<file path="config.mk">
export PLATFORM = sky130hd
export DESIGN_NAME = cm0_dap_cdc_xfer_ctrl
export DESIGN_NICKNAME = d
export VERILOG_FILES = /design/src/rtl/cm0_dap_cdc_xfer_ctrl.sv
export SDC_FILE = /design/constraint.sdc
export NUM_CORES = 1
export LEC_CHECK = 0
export ABC_AREA = 1
export ABC_CLOCK_PERIOD_IN_PS = 2100
export BUFFER_PORTS_ARGS = -buffer_cell sky130_fd_sc_hd__clkbuf_2
export CAP_MARGIN = 30
export CORE_MARGIN = 4
export CORE_UTILIZATION = 48
export DETAILED_ROUTE_END_ITERATION = 12
export GPL_ROUTABILITY_DRIVEN = 0
export HOLD_SLACK_MARGIN = 0.15
export PLACE_DENSITY = 0.78
export SLEW_MARGIN = 20
export SYNTH_ARGS = -nofsm -noshare
export SYNTH_HDL_FRONTEND = slang
export SYNTH_SLANG_ARGS = --single-unit
</file>
<file path="constraint.sdc">
create_clock -name SWCLKTCK -period 2.1 [get_ports SWCLKTCK]
set_clock_uncertainty 0.1 [all_clocks]
set_input_delay 0.105 -clock SWCLKTCK [delete_from_list [all_inputs] [get_ports SWCLKTCK]]
set_output_delay 0.105 -clock SWCLKTCK [all_outputs]
set_load 0.01 [all_outputs]
</file>
<file path="src/rtl/cm0_dap_cdc_xfer_ctrl.sv">
// ---------------------------------------------------------------------------
// cm0_dap_cdc_xfer_ctrl
//
// Source-side controller for a 4-phase request/acknowledge word transfer
// into another clock domain through an AND-mask CDC. The word is captured
// into a holding register. The mask is opened one cycle after the data has
// settled. The request is raised one cycle after the mask opens. Both the
// mask and the request drop together once the synchronised acknowledge is
// seen. An optional cycle limit aborts a request that is never acknowledged
// and sets a sticky error.
//
// Parameters
//   PRESENT   : 0 removes the block; every output is tied to 0.
//   TIMEOUT   : cycle limit for the acknowledge wait (16 bit), 0 = no limit.
//
// Ports
//   SWCLKTCK  in   the only clock; all flops are rising-edge
//   DPRESETn  in   synchronous active-low reset
//   REQ_VALID in   source has a word to transfer
//   REQ_DATA  in   [31:0] word to transfer
//   REQ_READY out  word is accepted this cycle when REQ_VALID is also 1
//   CDC_DATA  out  [31:0] held word, feeds DATAIN of the CDC AND mask
//   CDC_MASKn out  mask enable, feeds MASKn of the CDC AND mask
//   CDC_REQ   out  4-phase request to the destination domain
//   CDC_ACK   in   4-phase acknowledge, asynchronous to SWCLKTCK
//   DONE      out  one-cycle pulse when the acknowledge is received
//   ERR       out  sticky timeout flag
//   ERR_CLR   in   clears ERR (a simultaneous new timeout wins)
// ---------------------------------------------------------------------------
module cm0_dap_cdc_xfer_ctrl #(
  parameter int unsigned PRESENT = 1,
  parameter int unsigned TIMEOUT = 0
) (
  input  logic        SWCLKTCK,
  input  logic        DPRESETn,
  input  logic        REQ_VALID,
  input  logic [31:0] REQ_DATA,
  output logic        REQ_READY,
  output logic [31:0] CDC_DATA,
  output logic        CDC_MASKn,
  output logic        CDC_REQ,
  input  logic        CDC_ACK,
  output logic        DONE,
  output logic        ERR,
  input  logic        ERR_CLR
);

  typedef enum logic [2:0] {
    st_idle    = 3'd0,
    st_load    = 3'd1,
    st_open    = 3'd2,
    st_req     = 3'd3,
    st_release = 3'd4
  } state_t;

  localparam logic [15:0] TIMEOUT_L = 16'(TIMEOUT);

  generate
    if (PRESENT != 0) begin : g_present
      state_t      state_reg, state_next;
      logic [31:0] data_reg, data_next;
      logic        maskn_reg, maskn_next;
      logic        req_reg, req_next;
      logic        done_reg, done_next;
      logic        err_reg, err_next;
      logic [15:0] cnt_reg, cnt_next;
      logic [1:0]  ack_sync_reg;
      logic        ack_s;
      logic        accept;
      logic        err_set;
      logic [15:0] cnt_inc;

      // Two-flop synchroniser; nothing else looks at CDC_ACK.
      assign ack_s = ack_sync_reg[1];

      // A high acknowledge while idle is a protocol violation: hold off new
      // words until the destination has released it.
      assign REQ_READY = DPRESETn && (state_reg == st_idle) && !ack_s;
      assign accept    = REQ_VALID && REQ_READY;
      assign cnt_inc   = cnt_reg + 16'd1;

      always_ff @(posedge SWCLKTCK) begin
        if (!DPRESETn) begin
          state_reg    <= st_idle;
          data_reg     <= 32'd0;
          maskn_reg    <= 1'b0;
          req_reg      <= 1'b0;
          done_reg     <= 1'b0;
          err_reg      <= 1'b0;
          cnt_reg      <= 16'd0;
          ack_sync_reg <= 2'b00;
        end else begin
          state_reg    <= state_next;
          data_reg     <= data_next;
          maskn_reg    <= maskn_next;
          req_reg      <= req_next;
          done_reg     <= done_next;
          err_reg      <= err_next;
          cnt_reg      <= cnt_next;
          ack_sync_reg <= {ack_sync_reg[0], CDC_ACK};
        end
      end

      always_comb begin
        state_next = state_reg;
        data_next  = data_reg;
        cnt_next   = cnt_reg;
        done_next  = 1'b0;
        err_set    = 1'b0;
        err_next   = err_reg;

        case (state_reg)
          st_idle: begin
            if (accept) begin
              data_next  = REQ_DATA;
              state_next = st_load;
            end
          end
          st_load: state_next = st_open;
          st_open: begin
            state_next = st_req;
            cnt_next   = 16'd0;
          end
          st_req: begin
            cnt_next = cnt_inc;
            if (ack_s) begin
              state_next = st_release;
              done_next  = 1'b1;
            end else if ((TIMEOUT_L != 16'd0) && (cnt_inc == TIMEOUT_L)) begin
              // Abort: drop the request and wait for the acknowledge to be
              // low in RELEASE, so a late acknowledge is absorbed there.
              state_next = st_release;
              err_set    = 1'b1;
            end
          end
          st_release: begin
            if (!ack_s) state_next = st_idle;
          end
          default: state_next = st_idle;
        endcase

        if (err_set)      err_next = 1'b1;
        else if (ERR_CLR) err_next = 1'b0;

        // Mask and request are registered copies of the next state, so the
        // outputs come straight from flops with no decode glitches.
        maskn_next = (state_next == st_open) || (state_next == st_req);
        req_next   = (state_next == st_req);
      end

      assign CDC_DATA  = data_reg;
      assign CDC_MASKn = maskn_reg;
      assign CDC_REQ   = req_reg;
      assign DONE      = done_reg;
      assign ERR       = err_reg;
    end else begin : g_absent
      assign REQ_READY = 1'b0;
      assign CDC_DATA  = 32'd0;
      assign CDC_MASKn = 1'b0;
      assign CDC_REQ   = 1'b0;
      assign DONE      = 1'b0;
      assign ERR       = 1'b0;
    end
  endgenerate

endmodule

</file>
==> run summary, run 1 <==
status - complete, no violations
dpl cells - 416
total detailed-routing wirelength - 5119 microns
Root Buffer - clkbuf_8
clock slew at reported path FFs - 80 ps
CTS tree - built
Critical Path End Type - flop
cell row count - 23
grt ovf - 0
Area Overhead vs Synth - 44.51%
Initial DRC Count - 169
# Max-Cap Violations - 0
worst min path class - input port to flop
Final Cell Area - 2851 sq um
initial antenna violation count - 0
GRT Util Overall - 0.2146
Unique masters post-synth - 20
die height - 72.12 microns
# IOs - 74
Seq/Total Area, Yosys - 0.4058
total number of vias - 2,078
max incr delay on CP - 540 ps
input/output buffers - 71
Setup CP Type - flop to flop
Post-Route Setup TNS - 0 ps
worst skew pair latency - 300 ps
# DRC - 0
Non-Filler Instances - 463
clock sinks - 40
max reg flops - 32
Worst Path Arrival - 2070 ps
Mapped Cells - 308
WL per Instance - 11.06 microns
CP cell instances - nor2_4 > buf_4 > nand4_1 > nand2_1 > dlygate4sd3_1 > nor2_1
FF/Latch Area - 800.8 sq um
net count after synthesis - 345
fin crit share - 0.9357
die area - 5201 sq um
Slowest cell on crit path - dlygate4sd3_1
commonest non-fill, non-tap cells in the layout - 101 x inv_1, 71 x clkbuf_2, 69 x nand2_1
post-route ant nets - 0
Final nets - 450
RSZ-0062 raised after global routing - no
worst-margin pin slew - 501.1 ps
core area - 4000 sq um
post-CTS setup buffer count - 0
multi-input logic area - 679.4 sq um
CTS max path bufs - 2
Final Critical Period - 1965 ps
DRT Pass-1 Iters - 4
Peak VDD IR - 0.4338 mV
Synth Area per Inst - 6.406 sq um
# diodes - 0
PwrDens - 703.7 nW/um^2
Num CTS Buffers - 5
FMAX - 508.9 MHz
final setup fails - 0
first-pass GRT wire length - 8797 microns
via density per instance - 4.488
Initial Utilization - 0.4933
warnings from Yosys - 0
P_leak - 1.653 nW
commonest non-fill, non-tap cell in the layout - inv_1
Synth Register Bits - 40
number of global-route vias before repair - 2,044
layout cells sized above 1 - 0.2131
max-slew violation count - 0
Die W - 72.12 microns
largest net degree at the start of global routing - 34
HPWL Detailed - 2944 microns
H-tree Lvls - 2
Data required, critical path - 2200 ps
crit path launch type - flop
synthesized cell area - 1973 sq um
Slew HR - 0.6653
fillers - 352
DP Area - 2318 sq um
Final Hold Viols - 0
CP Max Fanout - 28
cell usage after synthesis (all sizes together):
cell,n,area (sq um)
a21oi,1,5.000
buf,13,91.33
clkbuf,5,18.77
conb,1,3.750
dfxtp,40,800.8
inv,102,382.9
nand2,69,259.0
nand4,33,221.5
nor2,37,151.4
nor3,4,20.02
nor4,1,6.260
o211ai,1,7.510
o21ai,1,5.000
path summary, 6_finish.rpt:
kind | from | depth (start not counted) | endpoint | slack (ps)
setup / recovery | g_present.state_reg[0] | 6 | CDC_DATA[14] | 140
hold / removal | DPRESETn | 3 | DONE | 180
setup reg to reg | g_present.state_reg[0] | 6 | CDC_DATA[14] | 140
hold reg to reg | g_present.ack_sync_reg[0] | 2 | g_present.ack_sync_reg[1] | 320
per-layer routing:
metal,vias up,wire (microns),GRT usage
met5,-,0,0
met4,0,96,0.08768
met3,10,319,0.05956
met2,58,2567,0.3761
met1,916,2135,0.2438
li1,1094,-,-
through the flow:
step | worst slack (ps) | power, mW | hold slack, ps | utilization
after floorplan | 858.5 | 1.103 | 102.6 | -
after global placement | 580.2 | 1.209 | 189.2 | 0.5796
after detailed placement | 534.2 | 1.216 | 194.2 | 0.5796
after CTS | 165.2 | 2.016 | 183.1 | 0.7119
after global routing | 14.97 | 2.121 | 243.6 | 0.7129
final | 135.0 | 2.007 | 184.6 | 0.7129
timing repair:
| item | CTS | global route |
|---|---|---|
| endpoints found under the setup margin | 0 | 5 |
| endpoints found under the hold margin | 37 | 0 |
| hold buffers | 40 | 0 |
| gates resized for setup | 0 | 1 |
kinds of logic (layout without fill, tap and decap cells):
group           after synthesis  count (layout)  share of synthesized area
buf+inv                     120             225                     0.2498
other cells                   1               1                   0.001901
flops                        40              40                     0.4058
simple gates                144             144                     0.3335
compound gates                3               3                   0.008874
final cells by class:
| class | count | share of cell area |
|---|---|---|
| tap | 50 | 0.02194 |
| multi-input combinational | 148 | 0.2383 |
| clock buffer | 5 | 0.02413 |
| inverter | 102 | 0.1343 |
| timing repair buffer | 116 | 0.2795 |
| clock inverter | 2 | 0.02106 |
| sequential | 40 | 0.2808 |
power by group:
| group | switching [mW] | total, mW | leakage (nW) | internal, mW |
|---|---|---|---|---|
| clock | 0.271 | 0.739 | 0.0642 | 0.468 |
| combinational | 0.232 | 0.421 | 1.26 | 0.189 |
| sequential | 0.0330 | 0.847 | 0.328 | 0.814 |
| total | 0.536 | 2.01 | 1.65 | 1.47 |
worst max-delay path, delay by kind of cell (launching register included):
family / cells / cell delay (ps)
buffers and inverters: 2 / 880
flip-flops: 1 / 370
AND/OR/NAND/NOR: 4 / 510
(Power assumes the default switching activity.)
==> run 2: changes to the inputs <==
--- a/config.mk
+++ b/config.mk
@@ -14,7 +14,7 @@
 export DETAILED_ROUTE_END_ITERATION = 12
 export GPL_ROUTABILITY_DRIVEN = 0
 export HOLD_SLACK_MARGIN = 0.15
-export PLACE_DENSITY = 0.78
+export PLACE_DENSITY = 0.79
 export SLEW_MARGIN = 20
 export SYNTH_ARGS = -nofsm -noshare
 export SYNTH_HDL_FRONTEND = slang
==> constraint.sdc (replaced) <==
create_clock -name SWCLKTCK -period 2.1 [get_ports SWCLKTCK]
set_clock_uncertainty 0.1 [all_clocks]
set_input_delay 0.105 -clock SWCLKTCK [delete_from_list [all_inputs] [get_ports SWCLKTCK]]
set_output_delay 0.105 -clock SWCLKTCK [all_outputs]
set_load 0.02 [all_outputs]
==> run 2 against run 1 <==
Clock power decreased by 26%; sequential cell count stayed put; sequential power barely moved; total power is 8.3% lower; highest routed layer unchanged.
==> run summary, run 2 (synthesized netlist as in run 1, its figures left out) <==
CTS tree - built (unchanged)
commonest non-fill, non-tap cell in the layout - inv_1 (unchanged)
CP Max Fanout - 5 (was 28)
Die W - 72.12 microns (unchanged)
H-tree Lvls - 2 (unchanged)
CTS max path bufs - 2 (unchanged)
WP buf/inv - 2 (unchanged)
max incr delay on CP - 320 ps (was 540 ps)
Initial Utilization - 0.4933 (unchanged)
Peak VDD IR - 0.4603 mV (was 0.4338 mV)
first-pass GRT wire length - 8480 microns (was 8797 microns)
P_leak - 1.611 nW (was 1.653 nW)
commonest non-fill, non-tap cells in the layout - 101 x inv_1, 71 x clkbuf_2, 69 x nand2_1 (unchanged)
total detailed-routing wirelength - 4965 microns (was 5119 microns)
Crit path max-delay family - simple AND/OR/NAND/NOR gates (was buffers and inverters)
DRT Pass-1 Iters - 6 (was 4)
cell row count - 23 (unchanged)
Data required, critical path - 1890 ps (was 2200 ps)
die area - 5201 sq um (unchanged)
layout cells sized above 1 - 0.2167 (was 0.2131)
Final nets - 443 (was 450)
status - complete, no violations (unchanged)
post-route ant nets - 0 (unchanged)
# DRC - 0 (unchanged)
final setup fails - 0 (unchanged)
# IOs - 74 (unchanged)
Num CTS Buffers - 5 (unchanged)
# diodes - 0 (unchanged)
Final Critical Period - 1513 ps (was 1965 ps)
Slew HR - 0.6539 (was 0.6653)
crit path launch type - flop (unchanged)
CP cell instances - inv_1 > nand2_1 > nor4_1 > clkbuf_2 (was nor2_4 > buf_4 > nand4_1 > nand2_1 > dlygate4sd3_1 > nor2_1)
input/output buffers - 71 (unchanged)
Initial DRC Count - 114 (was 169)
Post-Route Setup TNS - 0 ps (unchanged)
PnR worst setup slack - 586.6 ps (was 135.0 ps)
HPWL Detailed - 2991 microns (was 2944 microns)
Worst Path Arrival - 1310 ps (was 2070 ps)
# Max-Cap Violations - 0 (unchanged)
WL per Instance - 10.89 microns (was 11.06 microns)
grt ovf - 0 (unchanged)
hold slack - 189.5 ps (was 184.6 ps)
Root Buffer - clkbuf_8 (unchanged)
Setup CP Type - flop to output port (was flop to flop)
Area Overhead vs Synth - 39.12% (was 44.51%)
fin crit share - 0.7207 (was 0.9357)
Slowest cell on crit path - dfxtp_1 (was dlygate4sd3_1)
worst min path class - input port to flop (unchanged)
FF-to-FF setup slack - 610 ps (was 140 ps)
Critical Path End Type - output port (was flop)
largest net degree at the start of global routing - 36 (was 34)
clock sinks - 40 (unchanged)
Resized Gates After CTS - 0 (unchanged)
worst skew pair latency - 290 ps (was 300 ps)
number of global-route vias before repair - 1,934 (was 2,044)
FMAX - 660.8 MHz (was 508.9 MHz)
Final Hold Viols - 0 (unchanged)
core area - 4000 sq um (unchanged)
max reg flops - 32 (unchanged)
total number of vias - 2,017 (was 2,078)
initial antenna violation count - 0 (unchanged)
RSZ-0062 raised after global routing - no (unchanged)
max-slew violation count - 0 (unchanged)
PwrDens - 670.3 nW/um^2 (was 703.7 nW/um^2)
Place WS - 415.3 ps (was 534.2 ps)
die height - 72.12 microns (unchanged)
via density per instance - 4.423 (was 4.488)
worst-margin pin slew - 518.2 ps (was 501.1 ps)
GRT Util Overall - 0.2063 (was 0.2146)
clock slew at reported path FFs - 70 ps (was 80 ps)
run 2: worst reg2reg max path, cell delays in order (launching register included):
cell and delay [ps]:
dfxtp_1 330, inv_1 170, nand4_4 450, nand2_1 200, inv_1 60, nor2_1 120
run 2: cell type report:
type                            instances  area (sq um)
Fill cell                             344          1255
Sequential cell                        40         800.8
Timing Repair Buffer                  109         723.2
Multi-Input combinational cell        148         679.4
Inverter                              102         382.9
Clock buffer                            7         96.34
Tap cell                               50         62.56
run 2: metal layers:
metal  global-route usage  vias to the layer above  routed length, microns
met4              0.06889                        0                      86
met2               0.3711                       56                    2530
met5                    0                        -                       0
li1                     -                     1076                       -
met3              0.06510                        8                     343
met1               0.2279                      877                    2004
run 2: through the flow:
step	total power, mW	cell area (sq um)	utilization	std cells
6_report	1.840	2745	0.6863	456
5_1_grt	1.952	2745	0.6863	456
4_1_cts	1.859	2745	0.6863	456
3_5_place_dp	1.257	2318	0.5796	416
3_3_place_gp	1.249	2318	0.5796	416
2_1_floorplan	1.143	1973	-	308
run 2: path summary, 6_finish.rpt:
kind	from	end	cells after the start
worst max-delay path	g_present.state_reg[2]	REQ_READY	4
worst min-delay path	DPRESETn	CDC_DATA[31]	3
worst max register to register	g_present.ack_sync_reg[1]	CDC_DATA[4]	5
worst min register to register	g_present.ack_sync_reg[0]	g_present.ack_sync_reg[1]	2
run 2: report_power, final:
part | internal [mW] | switching [mW]
Sequential | 0.814 | 0.0310
Clock | 0.293 | 0.257
Combinational | 0.178 | 0.268
run 2: repair_timing:
item	CTS	global route
buffers inserted	0	0
endpoints found under the hold margin	33	0
hold buffers	33	0
